[config.mk]
export PLATFORM = sky130hd
export DESIGN_NAME = secuenciador_alu
export DESIGN_NICKNAME = d
export VERILOG_FILES = /design/src/rtl/secuenciador_alu.sv
export SDC_FILE = /design/constraint.sdc
export NUM_CORES = 1
export LEC_CHECK = 0
export ABC_CLOCK_PERIOD_IN_PS = 1600
export BUFFER_PORTS_ARGS = -buffer_cell sky130_fd_sc_hd__buf_4
export CAP_MARGIN = 20
export CORE_MARGIN = 5
export CORE_UTILIZATION = 53
export DETAILED_ROUTE_END_ITERATION = 10
export HOLD_SLACK_MARGIN = 0.02
export PLACE_DENSITY = 0.77
export SYNTH_ARGS = -nofsm -noshare
export SYNTH_HDL_FRONTEND = slang
export SYNTH_SLANG_ARGS = --single-unit
[constraint.sdc]
create_clock -name clk -period 1.6 [get_ports clk]
set_input_delay 0.24 -clock clk [delete_from_list [all_inputs] [get_ports clk]]
set_output_delay 0.24 -clock clk [all_outputs]
set_load 0.02 [all_outputs]
[src/rtl/secuenciador_alu.sv]
// secuenciador_alu: board front-end for the lab ALU.
//
// Debounces the five push buttons, latches operands A/B from the switches,
// steps the opcode and runs an execute sequence: operands are held for a
// settle window, then the external ALU's result and flags are captured.
//
// Ports:
//   clk, rst            clock, synchronous active-high reset
//   sw[15:0]            sw[7:0] -> operand A, sw[15:8] -> operand B
//   push[4:0]           raw buttons: load A, load B, next op, execute, clear
//   alu_result/flags    combinational ALU outputs
//   num_a_out/num_b_out operands driven to the ALU
//   ALU_control         opcode driven to the ALU
//   result_out/flags_out, result_valid   captured result
//   busy, err, estado   EXEC indicator, sticky execute error, state code
//
// state | meaning
// ------+---------------------------------------------------------------
// IDLE  | editing operands/opcode, waiting for an execute press
// EXEC  | operands held stable for SETTLE cycles, busy high
// SHOW  | result captured and displayed, result_valid high
module secuenciador_alu #(
  parameter int DB_CYCLES = 4,
  parameter int SETTLE    = 2,
  parameter int N_OPS     = 10
) (
  input  logic        clk,
  input  logic        rst,
  input  logic [15:0] sw,
  input  logic [4:0]  push,
  input  logic [7:0]  alu_result,
  input  logic [3:0]  alu_flags,
  output logic [7:0]  num_a_out,
  output logic [7:0]  num_b_out,
  output logic [3:0]  ALU_control,
  output logic [7:0]  result_out,
  output logic [3:0]  flags_out,
  output logic        result_valid,
  output logic        busy,
  output logic        err,
  output logic [1:0]  estado
);

  typedef enum logic [1:0] {
    IDLE = 2'd0,
    EXEC = 2'd1,
    SHOW = 2'd2
  } state_t;

  localparam int DBW = $clog2(DB_CYCLES + 1);
  localparam logic [DBW-1:0] DB_FULL = DBW'(DB_CYCLES);
  localparam logic [DBW-1:0] DB_LAST = DBW'(DB_CYCLES - 1);
  localparam int STW = (SETTLE > 1) ? $clog2(SETTLE) : 1;
  localparam logic [STW-1:0] ST_LAST = STW'(SETTLE - 1);
  localparam logic [3:0] OP_LAST = 4'(N_OPS - 1);

  logic [4:0] btn_pulse;

  // One debouncer per button. While armed the counter measures a run of
  // high samples; once it reaches DB_CYCLES the button fires once and is
  // disarmed, and the same counter then measures a run of low samples
  // that must reach DB_CYCLES before the button can fire again.
  for (genvar g = 0; g < 5; g++) begin : g_db
    logic           sync_1;
    logic           sync_2;
    logic           armed;
    logic           pulse_q;
    logic [DBW-1:0] cnt;

    always_ff @(posedge clk) begin
      if (rst) begin
        sync_1  <= 1'b0;
        sync_2  <= 1'b0;
        armed   <= 1'b1;
        pulse_q <= 1'b0;
        cnt     <= '0;
      end else begin
        sync_1  <= push[g];
        sync_2  <= sync_1;
        pulse_q <= 1'b0;
        if (armed) begin
          if (cnt == DB_FULL) begin
            pulse_q <= 1'b1;
            armed   <= 1'b0;
            cnt     <= '0;
          end else if (sync_2) begin
            cnt <= cnt + 1'b1;
          end else begin
            cnt <= '0;
          end
        end else begin
          if (sync_2) begin
            cnt <= '0;
          end else if (cnt == DB_LAST) begin
            armed <= 1'b1;
            cnt   <= '0;
          end else begin
            cnt <= cnt + 1'b1;
          end
        end
      end
    end

    assign btn_pulse[g] = pulse_q;
  end

  logic ld_a, ld_b, nxt_op, exe, clr;
  assign ld_a   = btn_pulse[0];
  assign ld_b   = btn_pulse[1];
  assign nxt_op = btn_pulse[2];
  assign exe    = btn_pulse[3];
  assign clr    = btn_pulse[4];

  state_t         state, state_nxt;
  logic           a_loaded, b_loaded;
  logic [STW-1:0] settle_cnt;
  logic           exe_ok, settle_done, any_edit;

  // Loads arriving on the same edge as execute count toward readiness.
  assign exe_ok      = (a_loaded | ld_a) & (b_loaded | ld_b);
  assign settle_done = (settle_cnt == '0);
  assign any_edit    = ld_a | ld_b | nxt_op;

  always_ff @(posedge clk) begin
    if (rst) state <= IDLE;
    else     state <= state_nxt;
  end

  always_comb begin
    state_nxt = state;
    if (clr) begin
      state_nxt = IDLE;
    end else begin
      case (state)
        IDLE, SHOW: begin
          if (exe && exe_ok)               state_nxt = EXEC;
          else if (state == SHOW && any_edit) state_nxt = IDLE;
        end
        EXEC:    if (settle_done) state_nxt = SHOW;
        default: state_nxt = IDLE;
      endcase
    end
  end

  always_comb begin
    busy   = (state == EXEC);
    estado = state;
  end

  always_ff @(posedge clk) begin
    if (rst || clr) begin
      num_a_out    <= '0;
      num_b_out    <= '0;
      ALU_control  <= '0;
      result_out   <= '0;
      flags_out    <= '0;
      result_valid <= 1'b0;
      err          <= 1'b0;
      a_loaded     <= 1'b0;
      b_loaded     <= 1'b0;
      settle_cnt   <= '0;
    end else begin
      case (state)
        IDLE, SHOW: begin
          if (ld_a) begin
            num_a_out <= sw[7:0];
            a_loaded  <= 1'b1;
          end
          if (ld_b) begin
            num_b_out <= sw[15:8];
            b_loaded  <= 1'b1;
          end
          if (nxt_op)
            ALU_control <= (ALU_control == OP_LAST) ? 4'd0 : ALU_control + 4'd1;
          if (any_edit || exe) err <= 1'b0;
          if (exe && !exe_ok) err <= 1'b1;
          if (exe && exe_ok) settle_cnt <= ST_LAST;
          if ((state == SHOW && any_edit) || (exe && exe_ok))
            result_valid <= 1'b0;
        end
        EXEC: begin
          if (settle_done) begin
            result_out   <= alu_result;
            flags_out    <= alu_flags;
            result_valid <= 1'b1;
          end else begin
            settle_cnt <= settle_cnt - 1'b1;
          end
        end
        default: ;
      endcase
    end
  end

endmodule

=== Word-level counts from Yosys, hierarchy flattened ===
Index checks and enable logic that the tools add are counted.

* Shifts and indexed selects: 0
* Reductions and logical operators: 25
* Multipliers: 0
* Equality and inequality tests: 17
* Add/sub/neg operators: 7
* Divide/modulo/power cells: 0
* Mux-type cells: 63
* Bitwise gates (word level): 11
* Magnitude comparators: 0

{| class="wikitable"
|+ Operator list
! kind !! count
|-
| $mux 3 || 25
|-
| $mux 1 || 31
|-
| $add 3x1->3 const B || 5
|-
| $eq 3x2->1 const B || 5
|-
| $eq 3x3->1 const B || 5
|-
| $reduce_and 2->1 || 7
|-
| $reduce_or 2->1 || 7
|-
| $mux 2 || 3
|-
| $ne 2x2->1 const B || 3
|-
| $not 1->1 || 6
|-
| $add 4x1->4 const B || 1
|-
| $eq 4x4->1 const B || 1
|-
| $mux 4 || 1
|-
| $or 1x1->1 || 4
|-
| $pmux 1 s2 || 2
|-
| $pmux 2 s2 || 1
|-
| $reduce_bool 2->1 || 2
|-
| $logic_and 1x1->1 || 3
|-
| $logic_or 1x1->1 || 3
|-
| $ne 3x3->1 const B || 1
|-
| $reduce_and 3->1 || 1
|-
| $eq 2x1->1 const B || 1
|-
| $eq 2x2->1 const B || 1
|-
| $logic_not 2->1 || 1
|-
| 3 further kinds || 3
|}

* Output and inout port bits: 37
* Memory bits (writable): 0
* Bits in read-only memories: 0
* Bits in latches: 0
* Memories: 0
* Flip-flop bits (word level): 74

=== Longest topological paths before layout ===
* Word-level depth: 6
* Mapped depth: 6
* Gate-level depth less buffers: 6

=== Worst setup path after synthesis ===
No wires, ideal clock.

* Path kind: register to register
* Start: register g_db[2].cnt[0]
* End: register g_db[2].cnt[0]
* Period minus slack after synthesis: 1.323 ns
* Path slack: 0.277 ns
* Data arrival time: 1.264 ns
* Stages on the path, launching flop included: 6
* Required time: 1.541 ns
* Path through: dfxtp_1 > ha_1 > ha_1 > or3_1 > a21oi_1 > and2_1

* Word-level cells in the longest chain between the ends: 4

{| class="wikitable"
|+ Ends and longest elaborated chain
! item !! RTL line !! text
|-
| start, declared || 68 || <nowiki>logic [DBW-1:0] cnt;</nowiki>
|-
| start signal, assigned || 87 || <nowiki>cnt <= cnt + 1'b1;</nowiki>
|-
| start signal, assigned || 98 || <nowiki>cnt <= cnt + 1'b1;</nowiki>
|-
| $add 3x1->3 / $eq 3x2->1 (equally long branches) || 87, 98, 94 ||
|-
| $mux 3 (on tied branches) || 94, 86 ||
|-
| $mux 3 (on tied branches) || 92, 82 ||
|-
| $mux 3 (*) || 81 || <nowiki>if (armed) begin</nowiki>
|}

Mark *: on every way between the ends. The rest lies on a longest branch, timed or not.
A chain may end at the register's enable or synchronous reset.

=== Final worst setup path ===
* Start: register g_db[2].cnt[0]
* End: register g_db[2].cnt[1]

Same word-level chain as after synthesis.

==> results <==
- The run finished with clean final reports.
- The filler cell count is 466.
- The worst-skew pair later-pin latency is 340 ps.
- The worst setup skew after layout is 9.15 ps.
- Across the run, the number of max-cap violations was 0.
- The root buffer selected by CTS is clkbuf_8.
- The gate count of the mapped netlist is 326.
- The fraction of synthesis flops using an asynchronous set or reset pin is 0.
- The data arrival at the endpoint of the critical path is 1750 ps.
- The number of max-slew violations in the final report was 0.
- The launching instance or port of the critical path is g_db[2].cnt[0]$_SDFF_PP0_.
- The slew of the pin with the lowest slew margin is 589 ps.
- After layout, the worst setup slack is 129 ps.
- The reg-to-reg critical path endpoint is g_db[2].cnt[1]$_SDFF_PP0_.
- On the worst path, the slowest cell contributes a delay of 350 ps.
- The clock tree from TritonCTS is yes.
- In the routed layout, each cell is associated on average with a via count of 4.99.
- Once detailed placement completed, the half-perimeter wirelength came to 4.13 mm.
- When the netlist entered floorplanning its net count stood at 381.
- The number of cells on the worst reg-to-reg path is 5.
- For this run, the register share of the synthesized area comes to 0.497.
- For this run the aggregate overflow at the end of global routing stands at 0.
- The number of enable flip-flop cells after synthesis is 0.
- After clock tree synthesis, the repair step resized 0 gates.
- The first routing iteration left 85 violations.
- In this run the worst setup path terminates at g_db[2].cnt[1]$_SDFF_PP0_.
- The number of endpoints with negative hold slack in the final report is 0.
- The register-to-register path setup slack is 130 ps.
- The growth of design area from synthesis to finish is 25.4%.
- The cell depth of the worst min-delay path is 2.
- The effective utilization at floorplan is 0.545.
- Dividing the detail-routed wire length by the instance count gives 12.2 µm.
- The post-synthesis instance area is 0.00298 mm².
- The global-route wire length before repair is 9.74 mm.
- During I/O placement, the number of pins put on the boundary was 72.
- The number of setup buffers added after CTS is 0.
- The post-route cell area is 0.00374 mm².
- The kind of end point of the critical path is a register.
- The number of setup violations in the final report is 0.
- The class of the tightest hold or removal check is primary input to register.
- The number of clock buffers added by TritonCTS is 9.
- The design draws 3440 µW.
- Once detail routing completed, the nets flagged for antenna violations numbered 0.
- The number of antenna violations at the first check in global routing is 0.
- The leakage component of the power is 0.00156 µW.
- The total number of H-tree levels is 3.
- In the final layout, the share of cells above drive strength 1 is 0.254.
- The data required time of the critical path is 1880 ps.
- Setup repair after global routing left no endpoint under its margin.
- The maximum vdd ir drop is 551 µV.
- The synthesized area per cell is 9.15 µm².
- Hold repair after CTS inserted 0 buffers.
- The global routing usage summed across all routing layers is 0.166.
- The fmax is 680 MHz.
- The share of synthesized area in the top cell type comes to 0.497.
- The number of antenna diodes in the final layout is 0.
- In the final design database the tool counted 451 nets.
- The worst setup path is of the register to register kind.
- The area of the core region is 0.00547 mm².
- Before CTS, the worst setup slack after placement is 132 ps.
- In the post-synthesis netlist, the biggest area contributors are dfxtp_1, ha_1, nand2_1.
- The via count of the first global-routing pass is 2246.
- The largest area contributor in the netlist is dfxtp_1.
- For this run, design rule violations remaining after detail routing come to 0.
- Clock-pin slew was measured on the worst setup and hold paths at 70 ps.
- The shortest period the worst path allows is 1470 ps.
- The signal on the critical path passes through ha_1 > ha_1 > or3_1 > a21oi_1 > and2_1.
- The die covers 0.00723 mm².
- The final RePlAce weighted congestion is 0.722.
- In this run the critical register-to-register path is launched from g_db[2].cnt[0]$_SDFF_PP0_.
- The maximum root-to-sink buffer count is 2.
- The detailed-routing iteration count for the pre-antenna-repair pass is 4.
- The number of port buffers is 71.
- From left edge to right edge, the die measures 85.0 µm.
- The placed cell area is 0.00353 mm².
- The row count is 27.
- The slowest cell on the critical path is or3_1.
- The tightest hold path in the finished design has a slack of 107 ps.
- Counting stages on the worst path, the most repeated cell is ha_1.
- The CTS sink count is 74.
- Of all nets on the critical path, the largest fanout is 2.
- Wires add up to 5.78 mm.
- The final sum of negative setup slack is 0 ps.
- In the layout the commonest cells are dfxtp_1, buf_4, nand2_1.
- The element type at the critical path start is a register.
- The netlist uses 36 different library cells.
- Yosys printed 0 warnings.
- In this run the tightest slew margin relative to its limit is 0.607.
- The vias after detailed routing is 2360.
- The pin count of the biggest net entering global routing is 40.
- The vertical die dimension is 85.0 µm.
- Of the available clock period, the critical path in the final layout requires 0.919.
- The most used flip-flop cell after synthesis is dfxtp_1.
- In this run the power density over the cells is 920 mW/mm².
- The post-synthesis sequential element count is 74.
[flip-flops by register name (all words and copies together), names as in the netlist, 3 cells and up]
register      flops
g_db.cnt         15
num_a_out         8
num_b_out         8
result_out        8
g_db.armed        5
g_db.sync_1       5
g_db.sync_2       5
ALU_control       4
flags_out         4
g_db.pulse_q      3
[worst min path at each step]
stage,startpoint,end
after floorplan,push[0],g_db[0].sync_1$_SDFF_PP0_
after global placement,g_db[2].sync_1$_SDFF_PP0_,g_db[2].sync_2$_SDFF_PP0_
after detailed placement,g_db[1].sync_1$_SDFF_PP0_,g_db[1].sync_2$_SDFF_PP0_
after CTS,push[1],g_db[1].sync_1$_SDFF_PP0_
after global routing,push[1],g_db[1].sync_1$_SDFF_PP0_
final,push[1],g_db[1].sync_1$_SDFF_PP0_
[logic make-up (layout without fill, tap and decap cells)]
family	Yosys count	count (layout)	share of synthesized area
xor gates and xnor gates	2	2	0.00588
buffers and inverters	38	113	0.0600
and+or+nand+nor	138	138	0.238
AOI/OAI and AO/OA	54	54	0.115
DFF	74	74	0.497
adders and majority gates	20	20	0.0839
[report_power, final]
group	internal (µW)	leakage, µW	switching (µW)	total (µW)
Sequential	1860	0.000599	9.34	1870
Clock	803	0.0000986	651	1450
Combinational	69.6	0.000864	49.6	119
Total	2730	0.00156	710	3440
[area by class of cell]
type / count / area, µm² / share of cell area
Clock buffer: 12 / 155 / 0.0415
Tap cell: 72 / 90.1 / 0.0241
Inverter: 23 / 86.3 / 0.0231
Timing Repair Buffer: 74 / 556 / 0.149
Multi-Input combinational cell: 214 / 1320 / 0.353
Sequential cell: 74 / 1480 / 0.396
Clock inverter: 4 / 50.0 / 0.0134
[synthesized netlist by cell type, types with 3 or more instances]
cell and count:
o21ai_0 5, nand2b_1 5, inv_1 23, dfxtp_1 74, buf_6 3, clkbuf_1 3, nand2_1 59, nor3_1 11
buf_2 8, a21boi_0 3, a21oi_2 10, nor3b_1 12, ha_1 20, a21oi_1 27, nor2_1 18, nor2b_1 16
or3_1 4, and4b_1 3
[through the flow]
| step | std cells | util |
|---|---|---|
| after global routing | 473 | 0.683 |
| after global placement | 457 | 0.646 |
| after detailed placement | 457 | 0.646 |
| after CTS | 473 | 0.683 |
| after floorplan | 326 | - |
| final | 473 | 0.683 |
[critical path, delay by kind of cell (launching register included)]
| family | cells | cell delay [ps] |
|---|---|---|
| and+or+nand+nor | 2 | 500 |
| AOI/OAI and AO/OA | 1 | 190 |
| adders and majority gates | 2 | 410 |
| DFF | 1 | 320 |
[routing by layer]
| metal | vias to the layer above | share of wire | track usage |
|---|---|---|---|
| li1 | 1215 | - | - |
| met5 | - | 0 | 0 |
| met3 | 9 | 0.081 | 0.0524 |
| met1 | 1068 | 0.43 | 0.193 |
| met4 | 0 | 0.020 | 0.0863 |
| met2 | 68 | 0.46 | 0.273 |
Power figures use the tool's default switching activity.
